### config.mk
export PLATFORM = sky130hd
export DESIGN_NAME = prio_enc_rr
export DESIGN_NICKNAME = d
export VERILOG_FILES = /design/src/rtl/prio_enc_rr.sv
export SDC_FILE = /design/constraint.sdc
export NUM_CORES = 1
export LEC_CHECK = 0
export BUFFER_PORTS_ARGS = -buffer_cell sky130_fd_sc_hd__buf_2
export CAP_MARGIN = 5
export CORE_AREA = 2 2 45 47
export DETAILED_ROUTE_END_ITERATION = 8
export DIE_AREA = 0 0 47 49
export MAX_ROUTING_LAYER = met4
export PLACE_DENSITY = 0.57
export SLEW_MARGIN = 20
export SYNTH_ARGS = -nofsm -noshare
export SYNTH_HDL_FRONTEND = slang
export SYNTH_SLANG_ARGS = --single-unit
### constraint.sdc
create_clock -name clk -period 5 [get_ports clk]
set_input_delay 0.75 -clock clk [delete_from_list [all_inputs] [get_ports clk]]
set_output_delay 0.75 -clock clk [all_outputs]
set_load 0.01 [all_outputs]
### src/rtl/prio_enc_rr.sv
// N-to-log2(N) priority encoder with fixed or round-robin resolution and a registered valid/ready output.
// Optional ONEHOT_ERR_EN adds an err output flagging multi-hot accepted vectors.
module prio_enc_rr #(
    parameter int N = 8,
    localparam int W = (N > 1) ? $clog2(N) : 1
) (
    input  logic         clk,
    input  logic         rst,
    input  logic [N-1:0] d,
    input  logic         in_valid,
    output logic         in_ready,
    input  logic         mode,
    output logic [W-1:0] y,
    output logic         none,
    output logic         out_valid,
    input  logic         out_ready
`ifdef ONEHOT_ERR_EN
    ,
    output logic         err
`endif
);

    logic [W-1:0] y_q, y_d;
    logic [W-1:0] ptr_q, ptr_d;
    logic         none_q, none_d;
    logic         out_valid_q, out_valid_d;
    logic [W-1:0] fix_idx, hi_idx, lo_idx, enc_idx, ptr_nxt;
    logic         hi_found;
    logic         accept;

    // Handshake: a transfer happens on a rising edge where valid && ready; the
    // single output register frees up in the same cycle it is drained.
    assign in_ready = !out_valid_q || out_ready;
    assign accept   = in_valid && in_ready;

    always_comb begin
        fix_idx = '0;
        for (int i = 0; i < N; i++) begin
            if (d[i]) fix_idx = W'(i);
        end
    end

    // Round-robin: lowest set index at or above ptr, else lowest set index overall.
    always_comb begin
        hi_found = 1'b0;
        hi_idx   = '0;
        lo_idx   = '0;
        for (int i = N - 1; i >= 0; i--) begin
            if (d[i]) begin
                lo_idx = W'(i);
                if (i >= int'(ptr_q)) begin
                    hi_idx   = W'(i);
                    hi_found = 1'b1;
                end
            end
        end
    end

    assign enc_idx = mode ? (hi_found ? hi_idx : lo_idx) : fix_idx;
    assign ptr_nxt = (enc_idx == W'(N - 1)) ? '0 : enc_idx + W'(1);

`ifdef ONEHOT_ERR_EN
    logic err_q, err_d;
    logic multi_hot;

    assign multi_hot = |(d & (d - {{(N-1){1'b0}}, 1'b1}));
    assign err       = err_q;
`endif

    always_comb begin
        out_valid_d = out_valid_q;
        y_d         = y_q;
        none_d      = none_q;
        ptr_d       = ptr_q;
`ifdef ONEHOT_ERR_EN
        err_d       = err_q;
`endif
        if (accept) begin
            out_valid_d = 1'b1;
            y_d         = enc_idx;
            none_d      = ~|d;
`ifdef ONEHOT_ERR_EN
            err_d       = multi_hot;
`endif
            if (mode && |d) ptr_d = ptr_nxt;
        end else if (out_ready) begin
            out_valid_d = 1'b0;
        end
    end

    always_ff @(posedge clk) begin
        if (rst) begin
            out_valid_q <= 1'b0;
            y_q         <= '0;
            none_q      <= 1'b0;
            ptr_q       <= '0;
`ifdef ONEHOT_ERR_EN
            err_q       <= 1'b0;
`endif
        end else begin
            out_valid_q <= out_valid_d;
            y_q         <= y_d;
            none_q      <= none_d;
            ptr_q       <= ptr_d;
`ifdef ONEHOT_ERR_EN
            err_q       <= err_d;
`endif
        end
    end

    assign y         = y_q;
    assign none      = none_q;
    assign out_valid = out_valid_q;

endmodule
# Word level (Yosys, flattened, before mapping)

Index checks and enable logic that the tools add are counted.

Flip-flop bits (word level): 8
Input port bits: 13
Output and inout port bits: 6
Logic and storage cells: 70

Add/subtract/negate cells: 1
Magnitude comparators: 7
Eq/ne operators: 1
Mux-type cells: 49
Reduce and logical (&&, ||, !) cells: 8

Operators with widths:

| cell                                               | count |
|---|---|
| 2-to-1 mux 3 bit                                   | 31 |
| 2-to-1 mux 1 bit                                   | 18 |
| >= comparator 3 bit, first input constant          | 3 |
| OR reduction 8 bit                                 | 1 |
| >= comparator 1 x 3 -> 1 bit, first input constant | 2 |
| >= comparator 2 x 3 -> 1 bit, first input constant | 2 |
| adder 3 x 1 -> 3 bit, second input constant        | 1 |
| == test 3 bit, second input constant               | 1 |
| logical AND 1 bit                                  | 2 |
| logical NOT 1 bit                                  | 2 |
| AND reduction 2 bit                                | 1 |
| nonzero test 2 bit                                 | 1 |
| logical OR 1 bit                                   | 1 |

# Depth between registers and ports, before layout

Depth in word-level cells: 19
Depth in mapped cells: 11
Mapped depth without buffers: 10

# Worst setup path after synthesis

Ideal clock, no wire load.

Kind: input to register
From: input port d[5]
To: register ptr_q[2]
Setup time: 0.125 ns
Arrival time: 2.374 ns
Data required time: 4.875 ns
Path slack: 2.501 ns
Stages on the path: 10
Buffers on the path: 1
Cells stage by stage: buf_2 -> and3b_1 -> o22ai_1 -> nand3b_4 -> o311ai_0 -> and2_1 -> ha_1 -> inv_1 -> o21ai_0 -> o21ai_0

Longest elaborated chain between the ends: 15
Elaborated cells between the ends (all ways): 39
Those cells by class: add/sub (1); eq/ne (1); mux (34); reduce/logical (3)

RTL lines:

| item                                                         | line | source |
|---|---|---|
| start, declared                                              | 9    | `input logic [N-1:0] d,` |
| 2-to-1 mux 3 bit / 2-to-1 mux 1 bit (equally long branches)  | 49   | `if (d[i]) begin` |
| 2-to-1 mux 3 bit / 2-to-1 mux 1 bit (equally long branches)  | 51   | `if (i >= int'(ptr_q)) begin` |
| 2-to-1 mux 3 bit / 2-to-1 mux 1 bit (equally long branches)  | 49   |  |
| 2-to-1 mux 3 bit / 2-to-1 mux 1 bit (equally long branches)  | 51   |  |
| 2-to-1 mux 3 bit / 2-to-1 mux 1 bit (equally long branches)  | 49   |  |
| 2-to-1 mux 3 bit / 2-to-1 mux 1 bit (equally long branches)  | 51   |  |
| 2-to-1 mux 3 bit / 2-to-1 mux 1 bit (equally long branches)  | 49   |  |
| 2-to-1 mux 3 bit / 2-to-1 mux 1 bit (equally long branches)  | 51   |  |
| 2-to-1 mux 3 bit / 2-to-1 mux 1 bit (equally long branches)  | 49   |  |
| 2-to-1 mux 3 bit / 2-to-1 mux 1 bit (equally long branches)  | 51   |  |
| 2-to-1 mux 3 bit / 2-to-1 mux 1 bit (equally long branches)  | 49   |  |
| 2-to-1 mux 3 bit                                             | 59   | `assign enc_idx = mode ? (hi_found ? hi_idx : lo_idx) : fix_idx;` |
| 2-to-1 mux 3 bit (*)                                         | 59   |  |
| via enc_idx[0]                                               | 27   | `logic [W-1:0] fix_idx, hi_idx, lo_idx, enc_idx, ptr_nxt;` |
| adder 3 x 1 -> 3 bit / == test 3 bit (equally long branches) | 60   | `assign ptr_nxt = (enc_idx == W'(N - 1)) ? '0 : enc_idx + W'(1);` |
| 2-to-1 mux 3 bit (*)                                         | 60   |  |
| end signal, assigned                                         | 104  | `ptr_q <= ptr_d;` |
| end, declared                                                | 24   | `logic [W-1:0] ptr_q, ptr_d;` |

Mark *: on every way through the listed nets, which the timed path passes. The rest lies on a longest branch.
A chain may end at the register's enable or synchronous reset.

# Final worst setup path

From: input port d[7]
To: register ptr_q[0]

Longest elaborated chain between the ends: 19
Elaborated cells between the ends (all ways): 46
Those cells by class: add/sub (1); eq/ne (1); mux (41); reduce/logical (3)

RTL lines:

| item                                                         | line |
|---|---|
| 2-to-1 mux 3 bit / 2-to-1 mux 1 bit (equally long branches)  | 49 |
| 2-to-1 mux 3 bit / 2-to-1 mux 1 bit (equally long branches)  | 51 |
| 2-to-1 mux 3 bit / 2-to-1 mux 1 bit (equally long branches)  | 49 |
| 2-to-1 mux 3 bit / 2-to-1 mux 1 bit (equally long branches)  | 51 |
| 2-to-1 mux 3 bit / 2-to-1 mux 1 bit (equally long branches)  | 49 |
| 2-to-1 mux 3 bit / 2-to-1 mux 1 bit (equally long branches)  | 51 |
| 2-to-1 mux 3 bit / 2-to-1 mux 1 bit (equally long branches)  | 49 |
| 2-to-1 mux 3 bit / 2-to-1 mux 1 bit (equally long branches)  | 51 |
| [... 4 more ...]                                             | - |
| 2-to-1 mux 3 bit / 2-to-1 mux 1 bit (equally long branches)  | 49 |
| 2-to-1 mux 3 bit / 2-to-1 mux 1 bit (equally long branches)  | 51 |
| 2-to-1 mux 3 bit / 2-to-1 mux 1 bit (equally long branches)  | 49 |
| 2-to-1 mux 3 bit                                             | 59 |
| 2-to-1 mux 3 bit (*)                                         | 59 |
| via enc_idx[0]                                               | 27 |
| adder 3 x 1 -> 3 bit / == test 3 bit (equally long branches) | 60 |
| 2-to-1 mux 3 bit (*)                                         | 60 |

Marked as above.

==> run_results.csv <==
group,metric,value,unit
status,outcome,"finished clean",
power_and_ir_drop,fin_total_pwr,174,uW
worst_hold_path,worst_min_delay_path_startpoint,"y[1]",
synth,ys_seq_elements,8,
synth,mappedNetlistNets,102,
detailed_routing,ant_nets,0,
synth,synth.top_cells.by_count,"15 x sky130_fd_sc_hd__nor2_1, 8 x sky130_fd_sc_hd__a21oi_1, 8 x sky130_fd_sc_hd__dfxtp_1",
floorplan,pin_count,19,
global_routing,grt_antenna_before_repair,0,
detailed_routing,avgViaCountPerCell,5.24,
worst_setup_path,r2r-end,"ptr_q[0]",
sta,timing.final.setup_violations,0,
worst_hold_path,holdCritPathClass,"reg2reg",
final_layout,final_net_count,122,
detailed_routing,finalWirelength,1.64,mm
cts,tritoncts,"built",
sta,timing.final.crit_period,2670,ps
worst_setup_path,crit-reg2reg-launch,"ptr_q[2]",
detailed_routing,drt_drc,0,
global_routing,first_global_vias,665,
sta,totalNegativeSetupSlack,0,ps
cts,cts-root-to-sink-buffers,2,
synth,number_of_synthesized_flops_with_an_enable_pin,0,
final_layout,fill_cell_count,207,
floorplan,y_dimension_of_the_die,49,um
synth,ys_warn_count,0,
power_and_ir_drop,total_leakage_power,0.000372,uW
floorplan,dieWidth,47,um
global_routing,grtUsageTotal,16.6,%
sta,final.setup.worst_slack,2330,ps
cts,clk_pin_slew,50,ps
detailed_routing,drt-wirelength-per-cell,12.3,um
cts,post_cts_buffers,0,
synth,asyncSetResetFlopFracSynth,0,%
placement,dpl_worst_slack,2110,ps
sta,rsz0062_at_grt,"false",
final_layout,insertedDiodeCount,0,
power_and_ir_drop,power_per_cell_area,215,nW/um2
worst_setup_path,worst-r2r-setup-slack,2540,ps
synth,yosys.cell_count.top_type,"sky130_fd_sc_hd__nor2_1",
final_layout,syn_to_final_growth,19.2,%
sta,worst_clock_skew,1.14,ps
cts,ctsResizeCount,0,
placement,gp_congestion,0.805,
sta,maxSlewViolCount,0,
worst_setup_path,path_max_fanout,6,
cts,cts.hold.buffers_added,0,
synth,synthDominantAreaCellType,"sky130_fd_sc_hd__dfxtp_1",
floorplan,rows,16,
synth,synth.yosys.seq_area_share,23.6,%
sta,finalCritPeriodShare,53.3,%
worst_hold_path,worst_hold_path.num_cells,2,
synth,synthDistinctLibCells,39,
global_routing,grt_max_degree,12,
sta,max_slew_margin,58.6,%
sta,hold_slack,489,ps
placement,post-dp-hpwl,1.29,mm
global_routing,grt_pass1_wl,2.82,mm
detailed_routing,drt-pass1-iter-count,4,
final_layout,post_route_cells_drive_above_1_share,24.5,%
detailed_routing,vias,697,
cts,numClockSinks,8,
cts,cts.htree.levels,1,
synth,synthesis.area_per_instance,7.71,um2
flow_run,number_of_maximum_capacitance_constraint_violations,0,
worst_setup_path,setup.worst_path.end_class,"flop",
synth,syn-cell-area,678,um2
worst_hold_path,hold_path_end,"y[1]",
worst_setup_path,setup.worst_path.start_class,"input port",
worst_setup_path,worst_r2r_path_depth,9,
synth,ys.flop_type,"sky130_fd_sc_hd__dfxtp_1",
power_and_ir_drop,worst_ir_drop_vdd,0.155,mV
sta,least_margin_pin_slew,614,ps
final_layout,multi_input_comb_area,483,um2
detailed_routing,drt_iter0_markers,16,
floorplan,start_util,36.8,%
worst_setup_path,setup.worst_path.class,"in2reg",
synth,synth.top_cell.area_share,23.6,%
synth,ys_top_cells_by_area,"sky130_fd_sc_hd__dfxtp_1 24%, sky130_fd_sc_hd__nor2_1 8.3%, sky130_fd_sc_hd__a21oi_1 5.9%",
placement,io_buffer_count,18,
worst_setup_path,crit_arrival,2770,ps
cts,clk_latency,250,ps
synth,post_synth_inst_count,88,
floorplan,dieArea,2300,um2
sta,timing.fmax,375,MHz
cts,clk_root_buffer_cell,"sky130_fd_sc_hd__clkbuf_4",
floorplan,core_area,1840,um2
worst_setup_path,cp_data_required_time,5110,ps
global_routing,grt-ovfl-total,0,
final_layout,seqCellArea,160,um2
sta,final_hold_viol_count,0,
cts,numCtsBuffers,3,
routing by layer:
metal	vias to the layer above	global-route usage, %	part of all wire [%]
met5	-	-	0
met4	0	1.39	0
met3	0	5.56	3.7
met2	13	25.1	48
met1	315	22.3	48
li1	369	-	-
where the power goes:
| group | total, uW | internal, uW | leakage [uW] | switching [uW] |
|---|---|---|---|---|
| combinational | 53.6 | 23.5 | 0.000292 | 30.2 |
| sequential | 73.1 | 68.3 | 0.0000657 | 4.87 |
| clock | 47.2 | 27.3 | 0.0000138 | 19.9 |
| total | 174 | 119 | 0.000372 | 54.9 |
worst max-delay path by stage:
| stage | from | to | depth (start not counted) |
|---|---|---|---|
| 6_report | d[7] | ptr_q[0] | 10 |
| 5_1_grt | d[7] | ptr_q[0] | 10 |
| 4_1_cts | d[7] | ptr_q[0] | 10 |
| 3_5_place_dp | d[7] | ptr_q[0] | 10 |
| 3_3_place_gp | d[7] | ptr_q[0] | 10 |
| 2_1_floorplan | d[5] | ptr_q[2] | 10 |
placed cells by master (no fill, tap or decap), types with 2 or more instances in the layout:
cell	count
sky130_fd_sc_hd__nand3_1	3
sky130_fd_sc_hd__o41ai_2	2
sky130_fd_sc_hd__dfxtp_1	8
sky130_fd_sc_hd__nand2b_1	4
sky130_fd_sc_hd__o21ai_0	4
sky130_fd_sc_hd__inv_1	5
sky130_fd_sc_hd__clkbuf_4	3
sky130_fd_sc_hd__a21oi_1	8
sky130_fd_sc_hd__a21boi_0	2
sky130_fd_sc_hd__nand3b_1	3
sky130_fd_sc_hd__nor2_1	15
sky130_fd_sc_hd__and2_1	2
sky130_fd_sc_hd__nand2_1	3
sky130_fd_sc_hd__buf_2	18
sky130_fd_sc_hd__nor2b_1	3
area by class of cell:
class / instances / share of cell area [%]
Clock buffer: 3 / 2.79
Tap cell: 27 / 4.18
Multi-Input combinational cell: 72 / 59.8
Inverter: 5 / 2.32
Timing Repair Buffer: 18 / 11.1
Sequential cell: 8 / 19.8
cell families (layout without fill, tap and decap cells):
logic type	Yosys count	count (layout)	share of synthesized area, %
mux	1	1	1.48
flops	8	8	23.6
buf+inv	8	26	5.17
simple gates	38	38	31.9
fa+ha+maj	1	1	1.84
compound gates	32	32	36.0
state kept, by name, indices dropped and copies added, names as in the netlist:
register and flops:
ptr_q 3, y 3, none 1, out_valid 1
worst max-delay path, stage by stage:
cell,delay [ps]
sky130_fd_sc_hd__buf_2,130
sky130_fd_sc_hd__nor2_1,310
sky130_fd_sc_hd__o22ai_1,150
sky130_fd_sc_hd__nand3b_4,180
sky130_fd_sc_hd__o311ai_0,520
sky130_fd_sc_hd__and2_1,220
sky130_fd_sc_hd__ha_1,160
sky130_fd_sc_hd__inv_1,40
sky130_fd_sc_hd__o21ai_0,210
sky130_fd_sc_hd__o21ai_0,100
through the flow:
step	util [%]	cells	area, um2
after floorplan	-	88	678
after global placement	42.7	130	786
after detailed placement	42.7	130	786
after CTS	43.9	133	808
after global routing	43.9	133	808
final	43.9	133	808
Power figures use the tool's default switching activity.
